[src/rtl/udt_pkg.sv]
// Shared UDT definitions: receive parser states, header geometry and byte-order helper.
package udt_pkg;

   typedef enum logic [2:0] {
      S_HDR0    = 3'd0,
      S_HDR1    = 3'd1,
      S_HDR_OUT = 3'd2,
      S_PAYLOAD = 3'd3,
      S_DROP    = 3'd4
   } rx_state_t;

   localparam int UDT_HDR_BYTES     = 16;
   localparam int UDT_CTRL_FLAG_BIT = 31;

   // Network (big-endian, first byte in bits [7:0]) to host order.
   function automatic logic [31:0] bswap32(input logic [31:0] x);
      return {x[7:0], x[15:8], x[23:16], x[31:24]};
   endfunction

endpackage

[src/rtl/udt_rx_parser.sv]
// UDT receive parser: filters the UDP stream on destination port, splits the
// 16-byte UDT header into registered sideband fields and passes the payload
// through combinationally.
module udt_rx_parser
   import udt_pkg::*;
#(
   parameter logic [15:0] PORT      = 16'd10086,
   parameter int          CNT_WIDTH = 32
) (
   input  logic                 udp_clk,
   input  logic                 udp_areset,
   input  logic                 udp_rx_tvalid,
   output logic                 udp_rx_tready,
   input  logic [63:0]          udp_rx_tdata,
   input  logic [7:0]           udp_rx_tkeep,
   input  logic                 udp_rx_tlast,
   input  logic [31:0]          udp_rx_ip_src,
   input  logic [15:0]          udp_rx_port_src,
   input  logic [15:0]          udp_rx_port_dest,
   output logic                 hdr_valid,
   input  logic                 hdr_ready,
   output logic                 hdr_is_ctrl,
   output logic [30:0]          hdr_word0,
   output logic [31:0]          hdr_word1,
   output logic [31:0]          hdr_tstamp,
   output logic [31:0]          hdr_sock_id,
   output logic [31:0]          hdr_peer_ip,
   output logic [15:0]          hdr_peer_port,
   output logic                 hdr_empty,
   output logic                 pay_tvalid,
   input  logic                 pay_tready,
   output logic [63:0]          pay_tdata,
   output logic [7:0]           pay_tkeep,
   output logic                 pay_tlast,
   output logic [CNT_WIDTH-1:0] stat_pkt_cnt,
   output logic [CNT_WIDTH-1:0] stat_drop_cnt
);

   localparam logic [CNT_WIDTH-1:0] CNT_ONE = {{(CNT_WIDTH-1){1'b0}}, 1'b1};

   rx_state_t   state, state_nxt;
   logic        ready_en;
   logic        beat;
   logic        cap0, cap1, drop_inc, pkt_inc;
   logic [31:0] word0_host;

   assign beat       = udp_rx_tvalid && udp_rx_tready;
   assign word0_host = bswap32(udp_rx_tdata[31:0]);

   // Payload is a direct pass-through; only the valid is qualified by state.
   assign pay_tvalid = (state == S_PAYLOAD) && udp_rx_tvalid;
   assign pay_tdata  = udp_rx_tdata;
   assign pay_tkeep  = udp_rx_tkeep;
   assign pay_tlast  = udp_rx_tlast;

   // Input ready: held low until the first clock after reset release, low
   // while a header waits for acceptance, and borrowed from the payload sink.
   always_comb begin
      udp_rx_tready = 1'b0;
      if (ready_en) begin
         case (state)
            S_HDR0, S_HDR1, S_DROP: udp_rx_tready = 1'b1;
            S_PAYLOAD:              udp_rx_tready = pay_tready;
            default:                udp_rx_tready = 1'b0;
         endcase
      end
   end

   // State register and ready enable.
   always_ff @(posedge udp_clk or posedge udp_areset) begin
      if (udp_areset) begin
         state    <= S_HDR0;
         ready_en <= 1'b0;
      end else begin
         state    <= state_nxt;
         ready_en <= 1'b1;
      end
   end

   // Next-state logic with capture and counter strobes.
   always_comb begin
      state_nxt = state;
      cap0      = 1'b0;
      cap1      = 1'b0;
      drop_inc  = 1'b0;
      pkt_inc   = 1'b0;
      case (state)
         S_HDR0: begin
            if (beat) begin
               if ((udp_rx_port_dest != PORT) || (udp_rx_tkeep != 8'hFF) || udp_rx_tlast) begin
                  drop_inc  = 1'b1;
                  state_nxt = udp_rx_tlast ? S_HDR0 : S_DROP;
               end else begin
                  cap0      = 1'b1;
                  state_nxt = S_HDR1;
               end
            end
         end
         S_HDR1: begin
            if (beat) begin
               if (udp_rx_tkeep != 8'hFF) begin
                  drop_inc  = 1'b1;
                  state_nxt = udp_rx_tlast ? S_HDR0 : S_DROP;
               end else begin
                  cap1      = 1'b1;
                  state_nxt = S_HDR_OUT;
               end
            end
         end
         S_HDR_OUT: begin
            if (hdr_valid && hdr_ready) begin
               pkt_inc   = 1'b1;
               state_nxt = hdr_empty ? S_HDR0 : S_PAYLOAD;
            end
         end
         S_PAYLOAD: begin
            if (beat && udp_rx_tlast) state_nxt = S_HDR0;
         end
         S_DROP: begin
            if (beat && udp_rx_tlast) state_nxt = S_HDR0;
         end
         default: state_nxt = S_HDR0;
      endcase
   end

   // Header capture registers; fields only move in the header states, so they
   // hold steady for as long as hdr_valid is up.
   always_ff @(posedge udp_clk or posedge udp_areset) begin
      if (udp_areset) begin
         hdr_valid     <= 1'b0;
         hdr_is_ctrl   <= 1'b0;
         hdr_word0     <= '0;
         hdr_word1     <= '0;
         hdr_tstamp    <= '0;
         hdr_sock_id   <= '0;
         hdr_peer_ip   <= '0;
         hdr_peer_port <= '0;
         hdr_empty     <= 1'b0;
      end else begin
         if (cap0) begin
            hdr_is_ctrl   <= word0_host[UDT_CTRL_FLAG_BIT];
            hdr_word0     <= word0_host[30:0];
            hdr_word1     <= bswap32(udp_rx_tdata[63:32]);
            hdr_peer_ip   <= udp_rx_ip_src;
            hdr_peer_port <= udp_rx_port_src;
         end
         if (cap1) begin
            hdr_tstamp  <= bswap32(udp_rx_tdata[31:0]);
            hdr_sock_id <= bswap32(udp_rx_tdata[63:32]);
            hdr_empty   <= udp_rx_tlast;
            hdr_valid   <= 1'b1;
         end else if (pkt_inc) begin
            hdr_valid <= 1'b0;
         end
      end
   end

   // Statistics counters, free-running and wrapping.
   always_ff @(posedge udp_clk or posedge udp_areset) begin
      if (udp_areset) begin
         stat_pkt_cnt  <= '0;
         stat_drop_cnt <= '0;
      end else begin
         if (pkt_inc)  stat_pkt_cnt  <= stat_pkt_cnt + CNT_ONE;
         if (drop_inc) stat_drop_cnt <= stat_drop_cnt + CNT_ONE;
      end
   end

endmodule

[config.mk]
export PLATFORM = sky130hd
export DESIGN_NAME = udt_rx_parser
export DESIGN_NICKNAME = d
export VERILOG_FILES = /design/src/rtl/udt_pkg.sv /design/src/rtl/udt_rx_parser.sv
export SDC_FILE = /design/constraint.sdc
export NUM_CORES = 1
export LEC_CHECK = 0
export BUFFER_PORTS_ARGS = -buffer_cell sky130_fd_sc_hd__buf_2
export CAP_MARGIN = 20
export CORE_AREA = 2 2 213 215
export CTS_CLUSTER_DIAMETER = 60
export DETAILED_ROUTE_END_ITERATION = 8
export DIE_AREA = 0 0 215 217
export PLACE_DENSITY = 0.58
export REMOVE_ABC_BUFFERS = 1
export SLEW_MARGIN = 10
export SYNTH_ARGS = -nofsm -noshare
export SYNTH_HDL_FRONTEND = slang
export SYNTH_SLANG_ARGS = --single-unit
[constraint.sdc]
create_clock -name udp_clk -period 21.1 [get_ports udp_clk]
set_input_delay 2.11 -clock udp_clk [delete_from_list [all_inputs] [get_ports udp_clk]]
set_output_delay 2.11 -clock udp_clk [all_outputs]
set_load 0.02 [all_outputs]
==> out/metrics.yaml <==
run_status:
  status: "finished, final reports clean"
cts:
  cts_buffer_depth: 3
  clkSlewWorstSetupHoldPaths_ns: 0.06
  clk_latency_ns: 0.54
  clockRootBuffer: "clkbuf_16"
  clock-sinks: 246
  hold_buffers: 0
  cts_setup_buffers: 0
  cts_buffers: 29
  ctsResizeCount: 0
  htreeDepth: 1
  cts_tree: "yes"
synthesis:
  synth_warnings: 0
  syn_area_um2: 10900
  synth_area_leaders: "dfrtp_1 56%, mux2_4 11%, mux2_2 10%, buf_4 5.6%, xnor2_1 3.2%"
  syn_inst: 773
  synth_top_cell_area_share_pct: 56.3
  avgSynthCellArea_um2: 14.2
  yosysSeqAreaShare_pct: 56.3
  synthArstFlopShare_pct: 100
  synth_edf_count: 0
  synthFlopType: "dfrtp_1"
  synth_seq_cells: 246
  synth.distinct_cells: 45
  synth_top_cell_by_area: "dfrtp_1"
job:
  cap_violations: 0
sta:
  finalCriticalPeriod_ns: 4.92
  finalWorstSetupSlack_ns: 16.18
  setup-violations-final: 0
  fin_worst_skew_ns: 0.0185
  rsz0062_at_grt: "false"
  tightest_slew_ns: 1.11
  max_freq_ghz: 0.203
  timing.hold.ws_ns: 0.460
  period_share_pct: 23.3
  slew_headroom_pct: 26.0
  finalHoldViolCount: 0
  setup_tns_ns: 0
  slew_violations: 0
critical_path:
  cp.arrival_ns: 5.34
  worst_ep_required_time_ns: 21.52
  cpMostUsedCell: "buf_4"
  critPathLaunchType: "primary input"
  critPathKind: "primary input to flop"
  cp-end-kind: "flop"
  r2r_cells: 6
  worstPathMaxFanout: 57
  crit_chain: "buf_2 -> nand4_1 -> nor3_1 -> and4_1 -> and2_4 -> buf_4 -> buf_4 -> mux2_2"
  critPathMaxStageDelay_ns: 0.91
  critPathSlowestCell: "buf_4"
min_path:
  holdPathStages: 1
  hp-class: "flop to flop"
finish:
  multi_input_area_um2: 3920
  drive_gt1_share_pct: 58.9
  final_cell_mix: "458 x buf_2, 246 x dfrtp_1, 98 x mux2_2"
  antennaDiodeCount: 0
  regArea_um2: 6160
  nFillCells: 4550
  finalNetCount: 1312
  instances_no_fill: 1786
  final_common_cell: "buf_2"
  area_delta_synth_final_pct: 29.2
power:
  p_leak_nw: 7.76
  irDropWorstVdd_uv: 51.0
  power_density_nw_per_um2: 73.3
route:
  vias: 7423
  routed_wl_mm: 27.5
  drtIter0Drc: 382
  postRouteAntennaNets: 0
  dr.pass1.iters: 4
  wire_per_inst_um: 15.4
  drc_errors: 0
  vias_per_cell: 4.16
global_route:
  grt_pass1_wl_mm: 43.3
  grt_antenna_before_repair: 1
  grtUsageTotal_pct: 11.4
  grt_max_degree: 110
  grt_remaining_overflow: 0
  grt_pass1_vias: 7555
floorplan:
  fp.dieW_um: 215
  rows: 78
  initial_utilization_pct: 24.5
  core_area_um2: 44700
  die_height_um: 217
  ios: 459
  die-area_um2: 46700
place:
  placed_cells: 1737
  port_buffers: 458
  dp_slack_ns: 15.66
  dp_hpwl_mm: 20.1
  place_congestion: 0.797
[worst max-delay path: cells and delay by family]
kind,cells,cell delay [ns]
muxes,1,0.41
and+or+nand+nor,4,0.93
buffers and inverters,3,1.71
[worst paths after layout]
| path | endpoint | slack, ns | startpoint |
|---|---|---|---|
| worst max-delay path | hdr_peer_port[15] | 16.18 | udp_rx_tkeep[6] |
| worst max register to register | hdr_peer_port[15] | 17.37 | state[0] |
| min in group asynchronous | hdr_peer_ip[17] | 1.72 | udp_areset |
| worst min register to register | stat_pkt_cnt[31] | 0.46 | stat_pkt_cnt[31] |
| worst min-delay path | stat_pkt_cnt[31] | 0.46 | stat_pkt_cnt[31] |
| max in group asynchronous | hdr_tstamp[14] | 17.97 | udp_areset |
[logic make-up (layout without fill, tap and decap cells)]
| group | Yosys count | in the layout | share of synthesized area (%) |
|---|---|---|---|
| flops | 246 | 246 | 56.3 |
| compound gates | 16 | 16 | 1.12 |
| buf+inv | 109 | 522 | 8.00 |
| xor+xnor | 62 | 62 | 4.96 |
| fa+ha+maj | 2 | 2 | 0.229 |
| other cells | 1 | 1 | 0.0343 |
| simple gates | 159 | 159 | 8.30 |
| mux | 178 | 178 | 21.1 |
[per-stage QoR]
step	total power [mW]	util, %	instance area, um2
global route	1.08	31.6	14100
finish	1.04	31.6	14100
CTS	1.06	31.6	14100
global placement	0.560	29.5	13200
detailed placement	0.561	29.5	13200
floorplan	0.514	-	10100
[synth_stat cells (all sizes together) (2+ instances only)]
cell,number
nor4,2
ha,2
xor2,22
nor3b,2
inv,9
and4,6
buf,97
xnor2,40
nor2,26
nor3,15
nand2b,4
mux2,178
nand4,29
o21ai,5
and4bb,4
and3,14
clkbuf,3
dfrtp,246
a221oi,3
a21oi,3
nand3,20
and2,2
nand2,29
[state kept, by name (all words and copies together), names as in the netlist]
signal,count
stat_pkt_cnt,32
hdr_is_ctrl,1
hdr_word1,32
hdr_valid,1
ready_en,1
hdr_tstamp,32
stat_drop_cnt,32
hdr_peer_ip,32
hdr_word0,31
hdr_peer_port,16
hdr_empty,1
hdr_sock_id,32
state,3
[power breakdown]
group | internal (mW) | switching (mW)
combinational | 0.0233 | 0.0444
sequential | 0.477 | 0.00643
clock | 0.296 | 0.190
[area by class of cell]
cell class | count | share of cell area, %
flip-flops and latches | 246 | 43.6
inverters | 9 | 0.292
multi-input cells | 418 | 27.7
repair buffers | 464 | 16.5
clock inverters | 8 | 0.717
clock buffers | 41 | 5.88
well taps | 600 | 5.31
[layer usage]
| metal | track usage, % | wire length (um) |
|---|---|---|
| met5 | 0 | 13 |
| met3 | 2.84 | 1750 |
| met2 | 19.4 | 13400 |
| met4 | 3.06 | 646 |
| met1 | 14.4 | 11700 |
Note: power is estimated with default switching activity, not from simulation.
